## src/rtl/mac_pkg.sv

```systemverilog
// Shared types for the mac operand path: float16 layout, feeder FIFO entry, issue FSM states.
package mac_pkg;

  typedef struct packed {
    logic       sign;
    logic [4:0] exp;
    logic [9:0] frac;
  } float16_t;

  localparam logic [4:0] FP16_EXP_SPECIAL = 5'h1F;

  typedef enum logic {
    START = 1'b0,
    RUN   = 1'b1
  } feeder_state_t;

  // One buffered beat; {last, b, a} is 33 bits.
  typedef struct packed {
    logic     last;
    float16_t b;
    float16_t a;
  } feeder_entry_t;

  // Inf or NaN: all-ones exponent.
  function automatic logic is_special(input float16_t x);
    return x.exp == FP16_EXP_SPECIAL;
  endfunction

endpackage

```

## src/rtl/sync_fifo.sv

```systemverilog
// Single-clock FIFO; occupancy is tracked explicitly and decides full/empty.
module sync_fifo #(
  parameter int WIDTH = 33,
  parameter int DEPTH = 8
) (
  input  logic                     CLK,
  input  logic                     RST,
  input  logic                     WR_EN,
  input  logic [WIDTH-1:0]         WR_DATA,
  input  logic                     RD_EN,
  output logic [WIDTH-1:0]         RD_DATA,
  output logic [$clog2(DEPTH):0]   LEVEL,
  output logic [$clog2(DEPTH):0]   LEVEL_NXT,
  output logic                     FULL,
  output logic                     EMPTY
);

  localparam int AW = $clog2(DEPTH);
  localparam int LW = AW + 1;

  logic [WIDTH-1:0] mem [DEPTH];
  logic [AW-1:0]    wr_ptr, rd_ptr;
  logic             wr_ok, rd_ok;

  assign FULL    = (LEVEL == LW'(DEPTH));
  assign EMPTY   = (LEVEL == '0);
  assign wr_ok   = WR_EN & ~FULL;
  assign rd_ok   = RD_EN & ~EMPTY;
  assign RD_DATA = mem[rd_ptr];

  always_comb begin
    LEVEL_NXT = LEVEL;
    if (wr_ok && !rd_ok)      LEVEL_NXT = LEVEL + 1'b1;
    else if (!wr_ok && rd_ok) LEVEL_NXT = LEVEL - 1'b1;
  end

  // Storage is not reset; a cleared LEVEL makes stale entries unreachable.
  always_ff @(posedge CLK) begin
    if (wr_ok) mem[wr_ptr] <= WR_DATA;
  end

  always_ff @(posedge CLK) begin
    if (RST) begin
      wr_ptr <= '0;
      rd_ptr <= '0;
      LEVEL  <= '0;
    end else begin
      if (wr_ok) wr_ptr <= wr_ptr + 1'b1;
      if (rd_ok) rd_ptr <= rd_ptr + 1'b1;
      LEVEL <= LEVEL_NXT;
    end
  end

endmodule

```

## src/rtl/mac_feeder.sv

```systemverilog
// Operand-issue stage for mac: buffers operand beats, drives DVI/DI/RELEASE,
// flags Inf/NaN operands and counts fully issued vectors.
module mac_feeder
  import mac_pkg::*;
#(
  parameter int DEPTH = 8,
  parameter int CNT_W = 16
) (
  input  logic                     CLK,
  input  logic                     RST,
  input  logic                     S_VALID,
  output logic                     S_READY,
  input  logic [15:0]              S_A,
  input  logic [15:0]              S_B,
  input  logic                     S_LAST,
  input  logic                     EN,
  output logic                     DVI,
  output logic [31:0]              DI,
  output logic                     RELEASE,
  output logic                     ERR_SPECIAL,
  input  logic                     ERR_CLR,
  output logic [CNT_W-1:0]         VEC_CNT,
  output logic [$clog2(DEPTH):0]   LEVEL
);

  localparam int LW = $clog2(DEPTH) + 1;
  localparam int EW = $bits(feeder_entry_t);

  feeder_entry_t  wr_entry, rd_entry;
  logic [EW-1:0]  rd_data;
  logic [LW-1:0]  level_nxt;
  logic           full, empty;
  logic           wr, pop;
  feeder_state_t  state;

  assign wr       = S_VALID & S_READY;
  assign pop      = EN & ~empty;
  assign wr_entry = '{last: S_LAST, b: float16_t'(S_B), a: float16_t'(S_A)};
  assign rd_entry = feeder_entry_t'(rd_data);

  sync_fifo #(.WIDTH(EW), .DEPTH(DEPTH)) u_fifo (
    .CLK       (CLK),
    .RST       (RST),
    .WR_EN     (wr),
    .WR_DATA   (wr_entry),
    .RD_EN     (pop),
    .RD_DATA   (rd_data),
    .LEVEL     (LEVEL),
    .LEVEL_NXT (level_nxt),
    .FULL      (full),
    .EMPTY     (empty)
  );

  // Issue FSM with registered mac-side outputs; idle cycles drive zero data.
  always_ff @(posedge CLK) begin
    if (RST) begin
      state       <= START;
      S_READY     <= 1'b0;
      DVI         <= 1'b0;
      DI          <= '0;
      RELEASE     <= 1'b0;
      ERR_SPECIAL <= 1'b0;
      VEC_CNT     <= '0;
    end else begin
      // Ready looks at next occupancy so it never waits on S_VALID.
      S_READY <= (level_nxt != LW'(DEPTH));
      DVI     <= pop;
      DI      <= pop ? {rd_entry.b, rd_entry.a} : '0;
      RELEASE <= pop && (state == START);
      if (pop) begin
        state <= rd_entry.last ? START : RUN;
        if (rd_entry.last) VEC_CNT <= VEC_CNT + 1'b1;
      end
      // Set dominates a simultaneous clear.
      if (pop && (is_special(rd_entry.a) || is_special(rd_entry.b)))
        ERR_SPECIAL <= 1'b1;
      else if (ERR_CLR)
        ERR_SPECIAL <= 1'b0;
    end
  end

endmodule

```

## config.mk

```make
export PLATFORM = sky130hd
export DESIGN_NAME = mac_feeder
export DESIGN_NICKNAME = d
export VERILOG_FILES = /design/src/rtl/mac_pkg.sv /design/src/rtl/sync_fifo.sv /design/src/rtl/mac_feeder.sv
export SDC_FILE = /design/constraint.sdc
export NUM_CORES = 1
export LEC_CHECK = 0
export ABC_AREA = 1
export BUFFER_PORTS_ARGS = -buffer_cell sky130_fd_sc_hd__buf_2
export CAP_MARGIN = 10
export CORE_ASPECT_RATIO = 1.2
export CORE_MARGIN = 3
export CORE_UTILIZATION = 55
export DETAILED_ROUTE_END_ITERATION = 10
export PLACE_DENSITY = 0.79
export SYNTH_ARGS = -nofsm -noshare
export SYNTH_HDL_FRONTEND = slang
export SYNTH_SLANG_ARGS = --single-unit
```

## constraint.sdc

```tcl
create_clock -name CLK -period 6.35 [get_ports CLK]
set_input_delay 0.635 -clock CLK [delete_from_list [all_inputs] [get_ports CLK]]
set_output_delay 0.635 -clock CLK [all_outputs]
set_load 0.01 [all_outputs]
```

==> metrics <==
gpl congestion 0.7966; CP Data Arrival Time 3.43 ns; Final Max Slew Viols 0; CTS tree done; initial antenna violation count 2; peak supply drop 0.0002897 V; total core area 0.02260 mm^2; setup violators final 0; initial core utilization 56.26%; most common cell in the netlist edfxtp_1; Max-slew headroom 19.42%; Crit path top cell by count nand2_1; Unique masters post-synth 31; predominant post-synthesis flop cell edfxtp_1; Routed Antenna Nets 0; clock-pin slew on the worst setup and hold paths 0.06 ns; grt ovf 0; DRT Wirelength 26580 um; cell row count 60; Critical Path Sink Type register; RSZ-0062 raised after global routing no; PwrDens 394.3 mW/mm^2; sequential area share after synthesis 72.75%; Fillers 1621; post-cts hold buffer count 0; Die ar. 0.02498 mm^2; Synth Cell Area 0.01271 mm^2; Synth area leaders edfxtp_1 (62%), dfxtp_1 (10%), nor2_1 (7.0%); wire length per cell 17.88 um; Final Skew 0.01069 ns; # DRC 0; Syn Nets 1110; class of the worst hold path input pin to register; Tot GR Track Use 20.65%; hold_ws 0.3427 ns; post-layout net count 1195; post-DP HPWL 14230 um; drt first-iter violations 766; post-synthesis cell count 1067; post_cts resized 0; EDFF count, synth 264; vias in the first global route 8127; share of flip-flops with an asynchronous set or reset 0%; crit start category register; CTS sink cnt 330; worst-path fanout max 70; crit-path cells buf_4 > inv_2 > nor2_1 > o21ai_1 > nand2_1 > nand2_1 > nand2_2 > nand2_4 > inv_4 > nand2_1 > a21oi_1; Seq cells post-synth 330; reg2reg setup slack 3.39 ns; max_cap viols 0; Slowest-stage cell, CP inv_2; yosys synthesis warning count 0; TNS Setup 0 ns; Vias/cell 5.659; final period utilization 46.60%; outcome completed; H-tree Lvls 1; Fmax achieved 337.9 MHz; Area Growth Syn to Fin 14.64%; Mapped Avg Cell Area 11.92 um^2; leakage dissipation 5.216 nW; area leader, netlist edfxtp_1; Clock Latency Late Sink 0.55 ns; Setup CP Type register to register; CTS Buf Count 30; share of layout cells above drive strength 1 16.75%; post-synth top area share 62.36%; Crit Reg-Reg Endpoint VEC_CNT[14]; DR pass1 iterations 5; pin count of the biggest net entering global routing 89; vias 8415; Tightest Pin Transition 1.207 ns; PortBufs 93; Final Critical Period 2.959 ns; worst setup path end VEC_CNT[14]; WP data required 6.82 ns; Final Hold Fails 0; CTS Root Cell clkbuf_16; reg2reg path depth 11; Chip Height 172.6 um; crit-path max cell delay 0.71 ns; post-CTS setup buffer count 0; Post-synth top cells edfxtp_1 (264), nor2_1 (238), o21ai_0 (150); chip width 144.8 um; maximum clock insertion buffer count 3; first-pass GRT wire length 40880 um; # IOs 94
[state kept, by name, summed over array words and instances (netlist names), named ones only]
| signal | flops |
|---|---|
| S_READY | 1 |
| u_fifo.LEVEL | 4 |
| state | 1 |
| u_fifo.mem | 264 |
| VEC_CNT | 16 |
| u_fifo.rd_ptr | 3 |
| DI | 32 |
| RELEASE | 1 |
| u_fifo.wr_ptr | 3 |
| DVI | 1 |
| ERR_SPECIAL | 1 |
[kinds of logic (layout without fill, tap and decap cells)]
family	count (synthesis)	in the layout	synth area share, %
AND/OR/NAND/NOR	400	400	12.62
flip-flops	330	330	72.75
AO/OA/AOI/OAI	236	236	10.16
buffers and inverters	82	191	3.021
XOR/XNOR	14	14	0.9645
adder cells (fa/ha/maj)	5	5	0.4921
other	0	1	0
[layout make-up]
class / instances / area (um^2) / area share, %
diodes: 1 / 2.502 / 0.01717
clock buffers: 35 / 810.8 / 5.563
clock inverters: 21 / 294.0 / 2.017
inverters: 27 / 105.1 / 0.7211
multi-input cells: 655 / 3143 / 21.56
flip-flops and latches: 330 / 9254 / 63.49
well taps: 310 / 387.9 / 2.661
repair buffers: 108 / 578.1 / 3.966
[layout by cell type, fill, tap and decap left out, types with 3 or more instances in the layout]
cell type,Yosys,layout
bufinv_16,0,7
buf_2,19,93
nand2_1,105,105
dfxtp_1,66,64
o22ai_1,45,45
o21ai_0,150,150
buf_4,5,15
o21ai_1,6,6
clkinv_2,0,4
o211ai_1,4,4
edfxtp_1,264,264
xnor2_1,7,7
clkinv_4,0,3
clkinv_1,0,5
nor2_4,0,8
ha_1,5,5
clkbuf_16,0,31
nor2_1,238,229
a21oi_1,20,20
xor2_1,7,7
a21oi_2,10,10
nand3_1,33,33
inv_1,23,23
nand2_2,12,12
nor3_1,6,6
[report_power, final]
group / switching (mW) / leakage, nW / internal (mW)
combinational: 0.848 / 1.76 / 0.378
clock: 0.770 / 0.534 / 1.20
sequential: 0.0808 / 2.92 / 2.47
total: 1.70 / 5.22 / 4.05
[routing by layer]
layer	part of all wire, %	vias up	GRT usage, %
met5	0.10	-	0
met4	2.9	4	7.698
met3	8.2	80	3.707
met2	51	409	34.92
met1	38	3987	26.52
li1	-	3935	-
[worst max-delay path, delay by kind of cell (launching register included)]
kind / cells / cell delay [ns]
AO/OA/AOI/OAI: 2 / 0.24
AND/OR/NAND/NOR: 6 / 0.74
buffers and inverters: 3 / 1.58
flip-flops: 1 / 0.31
[stage by stage]
| stage | std cells | instance area [um^2] | setup WS, ns | utilization [%] | power [mW] |
|---|---|---|---|---|---|
| after floorplan | 1067 | 12710 | 3.260 | - | 3.490 |
| after detailed placement | 1430 | 13470 | 3.459 | 59.60 | 3.808 |
| after global placement | 1430 | 13470 | 3.534 | 59.60 | 3.768 |
| after global routing | 1486 | 14570 | 3.110 | 64.49 | 6.009 |
| final | 1487 | 14580 | 3.391 | 64.50 | 5.747 |
| after CTS | 1486 | 14570 | 3.411 | 64.49 | 5.765 |
[how the worst min path moves through the flow]
| stage | start | endpoint | cells after the start |
|---|---|---|---|
| after global routing | S_B[5] | u_fifo.mem[7][21] | 1 |
| after detailed placement | state | RELEASE | 1 |
| after floorplan | state | RELEASE | 1 |
| final | S_A[3] | u_fifo.mem[1][3] | 1 |
| after CTS | S_A[3] | u_fifo.mem[1][3] | 1 |
| after global placement | state | RELEASE | 1 |
No activity file was read; power rests on OpenSTA's default activity.
